[src/rtl/vc_mem_req_gen.sv]
`default_nettype none
// ============================================================================
//  Module      : vc_mem_req_gen
//  Description : Memory request generator / checker. A start pulse launches
//                a run. The run writes a seed-derived data pattern to
//                p_num_words consecutive words, then reads the words back.
//                Each response is checked in order against the index it
//                should carry, and each failing response increments
//                err_count.
//  Ports       : clk, reset (async, active-low)
//                start, seed          - run launch and data pattern base
//                memreq_*             - val/rdy request channel, 78-bit msg
//                memresp_*            - val/rdy response channel, 48-bit msg
//                busy, done, pass     - run status
//                err_count            - saturating response mismatch count
//  Revision    : 1.0 - initial release
// ============================================================================
module vc_mem_req_gen #(
    parameter logic [31:0] p_base_addr       = 32'h0000_1000,
    parameter int          p_num_words       = 16,
    parameter int          p_max_outstanding = 2
) (
    input  logic        clk,
    input  logic        reset,
    input  logic        start,
    input  logic [31:0] seed,
    output logic        memreq_val,
    input  logic        memreq_rdy,
    output logic [77:0] memreq_msg,
    input  logic        memresp_val,
    output logic        memresp_rdy,
    input  logic [47:0] memresp_msg,
    output logic        busy,
    output logic        done,
    output logic        pass,
    output logic [7:0]  err_count
);

    localparam logic [8:0] c_NUM_WORDS = 9'(p_num_words);
    localparam logic [8:0] c_LAST_IDX  = 9'(p_num_words - 1);
    localparam logic [2:0] c_MAX_OUT   = 3'(p_max_outstanding);
    localparam logic [3:0] c_TYPE_RD   = 4'd0;
    localparam logic [3:0] c_TYPE_WR   = 4'd1;

    typedef enum logic [2:0] {
        S_IDLE   = 3'd0,
        S_WRITE  = 3'd1,
        S_WDRAIN = 3'd2,
        S_READ   = 3'd3,
        S_RDRAIN = 3'd4,
        S_DONE   = 3'd5
    } state_t;

    state_t      state_q, state_d;
    logic [8:0]  idx_q, idx_d;      // next word to request
    logic [2:0]  out_q, out_d;      // requests in flight
    logic [8:0]  exp_q, exp_d;      // index the next response must carry
    logic [31:0] seed_q, seed_d;
    logic [7:0]  err_q, err_d;

    logic        w_issue_phase;
    logic        w_write_phase;
    logic        w_in_run;
    logic        w_req_val;
    logic        w_req_fire;
    logic        w_resp_fire;
    logic        w_resp_bad;
    logic [3:0]  w_resp_type;
    logic [7:0]  w_resp_opq;
    logic [31:0] w_resp_data;
    logic [31:0] w_req_addr;
    logic [31:0] w_req_data;
    logic        w_unused;

    assign w_issue_phase = (state_q == S_WRITE) || (state_q == S_READ);
    assign w_write_phase = (state_q == S_WRITE) || (state_q == S_WDRAIN);
    assign w_in_run      = (state_q == S_WRITE) || (state_q == S_WDRAIN) ||
                           (state_q == S_READ)  || (state_q == S_RDRAIN);

    assign w_req_val  = w_issue_phase && (idx_q < c_NUM_WORDS) && (out_q < c_MAX_OUT);
    assign w_req_fire = w_req_val && memreq_rdy;

    // Responses are only consumed while something is in flight during a run;
    // anything else (idle, done, stale traffic) is dropped unchecked.
    assign w_resp_fire = memresp_val && memresp_rdy && w_in_run && (out_q != 3'd0);

    assign w_resp_type = memresp_msg[47:44];
    assign w_resp_opq  = memresp_msg[43:36];
    assign w_resp_data = memresp_msg[31:0];
    assign w_unused    = ^memresp_msg[35:32];

    always_comb begin
        w_resp_bad = 1'b0;
        if (w_write_phase) begin
            w_resp_bad = (w_resp_type != c_TYPE_WR) || (w_resp_opq != exp_q[7:0]);
        end else begin
            w_resp_bad = (w_resp_type != c_TYPE_RD) || (w_resp_opq != exp_q[7:0]) ||
                         (w_resp_data != (seed_q + {23'd0, exp_q}));
        end
    end

    // The message is a pure function of idx_q/state_q/seed_q, none of which
    // move without a transfer, so it holds steady under backpressure.
    assign w_req_addr = p_base_addr + {21'd0, idx_q, 2'b00};
    assign w_req_data = (state_q == S_WRITE) ? (seed_q + {23'd0, idx_q}) : 32'd0;
    assign memreq_msg = {(state_q == S_WRITE) ? c_TYPE_WR : c_TYPE_RD,
                         idx_q[7:0], w_req_addr, 2'b00, w_req_data};
    assign memreq_val = w_req_val;

    assign memresp_rdy = 1'b1;
    assign busy        = w_in_run;
    assign done        = (state_q == S_DONE);
    assign pass        = (state_q == S_DONE) && (err_q == 8'd0);
    assign err_count   = err_q;

    always_comb begin
        state_d = state_q;
        idx_d   = idx_q;
        out_d   = out_q;
        exp_d   = exp_q;
        seed_d  = seed_q;
        err_d   = err_q;

        // Simultaneous issue and retire cancel out.
        case ({w_req_fire, w_resp_fire})
            2'b10:   out_d = out_q + 3'd1;
            2'b01:   out_d = out_q - 3'd1;
            default: out_d = out_q;
        endcase

        if (w_req_fire) begin
            idx_d = idx_q + 9'd1;
        end

        if (w_resp_fire) begin
            exp_d = exp_q + 9'd1;
            if (w_resp_bad && (err_q != 8'hFF)) begin
                err_d = err_q + 8'd1;
            end
        end

        case (state_q)
            S_IDLE, S_DONE: begin
                if (start) begin
                    state_d = S_WRITE;
                    seed_d  = seed;
                    idx_d   = 9'd0;
                    out_d   = 3'd0;
                    exp_d   = 9'd0;
                    err_d   = 8'd0;
                end
            end
            S_WRITE: begin
                if (w_req_fire && (idx_q == c_LAST_IDX)) begin
                    state_d = S_WDRAIN;
                end
            end
            S_WDRAIN: begin
                if (out_q == 3'd0) begin
                    state_d = S_READ;
                    idx_d   = 9'd0;
                    exp_d   = 9'd0;
                end
            end
            S_READ: begin
                if (w_req_fire && (idx_q == c_LAST_IDX)) begin
                    state_d = S_RDRAIN;
                end
            end
            S_RDRAIN: begin
                if (out_q == 3'd0) begin
                    state_d = S_DONE;
                end
            end
            default: begin
                state_d = S_IDLE;
            end
        endcase
    end

    always_ff @(posedge clk or negedge reset) begin
        if (!reset) begin
            state_q <= S_IDLE;
            idx_q   <= 9'd0;
            out_q   <= 3'd0;
            exp_q   <= 9'd0;
            seed_q  <= 32'd0;
            err_q   <= 8'd0;
        end else begin
            state_q <= state_d;
            idx_q   <= idx_d;
            out_q   <= out_d;
            exp_q   <= exp_d;
            seed_q  <= seed_d;
            err_q   <= err_d;
        end
    end

endmodule
`default_nettype wire

[config.mk]
export PLATFORM = sky130hd
export DESIGN_NAME = vc_mem_req_gen
export DESIGN_NICKNAME = d
export VERILOG_FILES = /design/src/rtl/vc_mem_req_gen.sv
export SDC_FILE = /design/constraint.sdc
export NUM_CORES = 1
export LEC_CHECK = 0
export CORE_MARGIN = 10
export CORE_UTILIZATION = 43
export DETAILED_ROUTE_END_ITERATION = 8
export PLACE_DENSITY = 0.78
export SLEW_MARGIN = 20
export SYNTH_ARGS = -nofsm -noshare
export SYNTH_HDL_FRONTEND = slang
export SYNTH_SLANG_ARGS = --single-unit
[constraint.sdc]
create_clock -name clk -period 3.1 [get_ports clk]
set_input_delay 0.31 -clock clk [delete_from_list [all_inputs] [get_ports clk]]
set_output_delay 0.31 -clock clk [all_outputs]
set_load 0.1 [all_outputs]
==> out/results.env <==
RUN_STATUS='finished with violations'
MOST_COMMON_LIBRARY_CELL_IN_THE_LAYOUT_IGNORING_FILL_AND_TAPS='nand2_1'
CRIT_TOP_CELL='a21oi_2'
DRT_FIRST_PASS_ITERS=5
COMB_POWER_SHARE_PCT=64.5
PATH_CELLS='buf_6, ha_4, fa_2, a21o_1, a21oi_2, o21bai_1, a21oi_2, o21ba_4, o21ai_4, nand4_1, xor2_2, nor2_4, buf_12'
GRT.TOTAL_USAGE_PCT=22.7
FLOORPLAN.DIE.HEIGHT_UM=134
ANTENNA_LEFT=0
PATH_MAX_FANOUT=5
VIASPERCELL=5.58
FINALSETUPVIOLATIONS=33
NUMBER_OF_INSTANCES_IN_THE_SYNTHESIZED_NETLIST=695
CTS_MAX_LEVEL=3
DRT-MET1-WL_MM=8.11
SYNTH_ASYNC_RESET_RATIO_PCT=100
FMAXACHIEVABLE_GHz=0.293
LAYOUT.NETS=997
INTPOWER_mW=3.14
DRC=0
MOST-COMMON-LAYOUT-CELLS='117 x nand2_1, 102 x buf_4, 79 x clkdlybuf4s50_1, 56 x dfrtp_1'
SYN_TO_FINAL_GROWTH_PCT=63.6
CTS-BUFFERS-INSERTED=9
DP_HPWL_MM=14.9
DIODES=0
FP.COREAREA_MM2=0.0127
DRT_WL_TOTAL_MM=21.4
DR_WL_MET3_MM=1.79
CLKLATENCYLATEPIN_NS=0.34
LAYOUT_MIN_CYCLE_TIME_NS=3.41
DIE-AREA_MM2=0.0179
CTS_HOLD_REPAIR.BUFFERS=0
SYN_AVG_CELL_AREA_UM2=8.01
WORST_SLEW_PIN_SLEW_NS=0.980
YOSYS-TOP-CELLS-AREA='dfrtp_1 29%, nand2_1 8.2%, xnor2_1 7.7%'
GRT_PASS1_VIAS=6115
CRITPATHMAXSTAGEDELAY_NS=0.39
INITIAL_CORE_UTIL_PCT=43.9
CP_NUM_BUF_INV=2
TIMING.MAX_CAP.VIOLATIONS=0
SYNTH_LARGEST_TYPE_AREA_FRACTION_PCT=28.8
WORST_IR_DROP_VDD_V=0.000892
FINALWEIGHTEDCONGESTION=0.946
YS_TYPES=61
SYNTH_SEQ_CELLS=64
CRITICAL-PATH-TOP-DELAY-FAMILY='compound AO/OA/AOI/OAI gates'
SEQ_AREA_FRAC_SYNTH_PCT=28.8
WORST_SETUP_HOLD_PATH_CLK_SLEW_NS=0.06
WORSTPATHREQUIRED_NS=2.79
SETUP.WORST_PATH.END_CLASS='output pin'
WORSTSETUPSTARTPOINTTYPE='register'
FINAL_LAYOUT_SETUP_TOTAL_NEGATIVE_SLACK_NS=-7.44
FINALCRITPERIODSHARE_PCT=110
HOLD_VIOL=9
POST_ROUTE_CELLS_DRIVE_ABOVE_1_SHARE_PCT=32.8
HOLD-WORST-SLACK_NS=-0.00919
CRITICAL-PATH-SLOWEST-CELL='dfrtp_1'
IO_PINS=176
VIA_COUNT=5936
WIRE_LENGTH_ON_MET2_MM=10.7
SYNTHESIS.YOSYS.WARNINGS=0
TIMING_WORST_SETUP_PATH_TYPE='reg -> out'
SLEW_VIOLATIONS=0
RSZ0062_AT_GRT='true'
FINALWORSTSETUPSLACK_NS=-0.311
HOLD_PATH.CLASS='in -> async'
GRT_ANTENNA_BEFORE_REPAIR=0
CLK_SINK_COUNT=64
SWITCHING_POWER_mW=3.61
SYNTH_LARGEST_AREA_CELL='dfrtp_1'
CRITICAL_PATH_ARRIVAL_NS=3.10
DIE_WIDTH_UM=134
PLACE.PORT_BUFFERS=142
SHARE_SEQ_OF_TOTAL_POWER_PCT=19.9
YS.FLOP_TYPE='dfrtp_1'
CLOCK_TREE_SKEW_AFTER_FINAL_LAYOUT_NS=0.00654
CELLLEAKAGEPOWER_nW=3.91
GRT_MAX_DEGREE=50
DRT_ITER0_MARKERS=549
MAXSLEWHEADROOM_PCT=34.7
MAPPEDNETLISTAREA_MM2=0.00557
WIRE_PER_INST_UM=20.2
P_SW_SHARE_PCT=53.5
OVERFLOW=0
CTS_TREE='done'
ROUTE.TOP_LAYER_USED='met4'
CLOCK_PATH_BUFFERS=2
CLK_ROOT_BUFFER_CELL='clkbuf_16'
FP-ROW-COUNT=41
VIOLATIONS='negative hold slack, negative setup slack'
GRT_FIRST_PASS_WIRELENGTH_MM=32.9
SYNTH_ENABLE_FLOP_CELLS=0
PWR-SHARE-CLK_PCT=15.6
POWER_DENSITY_OVER_THE_CELLS_mW_PER_MM2=741
synth_stat cells (3+ instances only):
library cell	number
nor3_1	10
o31ai_1	6
or3_1	7
dfrtp_1	64
fa_1	3
clkbuf_1	16
o211ai_1	9
nand2_1	122
o2111ai_1	3
a211oi_1	3
xnor2_1	49
ha_1	23
and3_1	12
and4_1	7
nand3_1	31
a21oi_1	16
a21o_1	7
nor2b_1	4
buf_1	6
a221o_1	3
nor2_1	71
a2111oi_0	3
buf_2	11
a31oi_1	3
mux2i_1	7
o21ai_0	18
nor4_1	8
inv_1	15
o21bai_1	5
and2_1	9
buf_4	41
nand4_1	21
nand2b_1	4
xor2_1	43
layout make-up:
| class | count | area [µm²] |
|---|---|---|
| clock inverter | 4 | 53.8 |
| sequential | 64 | 1620 |
| clock buffer | 12 | 246 |
| fill | 903 | 3570 |
| tap | 172 | 215 |
| multi-input combinational | 569 | 4560 |
| inverter | 15 | 56.3 |
| timing repair buffer | 227 | 2360 |
power by group through the flow:
stage / registers [mW] / clock network (mW) / logic, mW
finish: 1.34 / 1.05 / 4.35
floorplan: 1.70 / 0 / 2.57
global placement: 1.31 / 0 / 3.99
detailed placement: 1.32 / 0 / 4.04
global route: 1.37 / 1.10 / 4.56
CTS: 1.32 / 1.05 / 4.22
worst paths after layout:
check,startpoint,endpoint,slack (ns),cells after the start
min in group clk,seed[24],seed_q[24]$_DFFE_PN0P_,0.50,3
worst min register to register,idx_q[5]$_DFF_PN0_,idx_q[5]$_DFF_PN0_,0.57,2
worst min-delay path,reset,idx_q[3]$_DFF_PN0_,-0.009,1
worst max register to register,seed_q[0]$_DFFE_PN0P_,err_count[5]$_DFF_PN0_,-0.20,16
worst max-delay path,seed_q[0]$_DFFE_PN0P_,memreq_msg[28],-0.31,13
max in group asynchronous,reset,seed_q[20]$_DFFE_PN0P_,2.43,2
state kept, by name (all words and copies together) (netlist names):
| name | cells |
|---|---|
| err_count | 8 |
| exp_q | 9 |
| idx_q | 9 |
| out_q | 3 |
| seed_q | 32 |
| state_q | 3 |
what timing repair did:
item / 4_1_cts / 5_1_grt
setup buffers: 9 / 8
gates resized for setup: 75 / 37
gates cloned: 3 / 0
endpoints found under the setup margin: 33 / 33
pin swaps: 51 / 47
routing by layer:
metal | global-route usage (%) | vias up
met2 | 38.6 | 301
li1 | - | 2710
met3 | 5.49 | 65
met4 | 10.2 | 0
met1 | 26.5 | 2860
met5 | 0 | -
logic make-up (layout without fill, tap and decap cells):
kind of cell / count (synthesis) / after routing / share of synthesized area (%)
buf+inv: 90 / 258 / 9.22
compound gates: 93 / 94 / 12.3
other cells: 2 / 29 / 0.135
mux: 8 / 8 / 1.66
flops: 64 / 64 / 28.8
simple gates: 320 / 320 / 27.2
fa+ha+maj: 26 / 26 / 6.25
xor+xnor: 92 / 92 / 14.5
per-stage QoR:
stage	setup slack [ns]	cell area (µm²)	cells	power (mW)	utilization (%)
after detailed placement	-0.107	7990	1030	5.36	63.0
after CTS	-0.289	8840	1057	6.59	69.8
after global routing	-0.392	9100	1063	7.03	71.9
after global placement	-0.0653	7990	1030	5.29	63.0
final	-0.311	9100	1063	6.75	71.9
after floorplan	-0.272	6090	722	4.26	-
(Power assumes the default switching activity.)
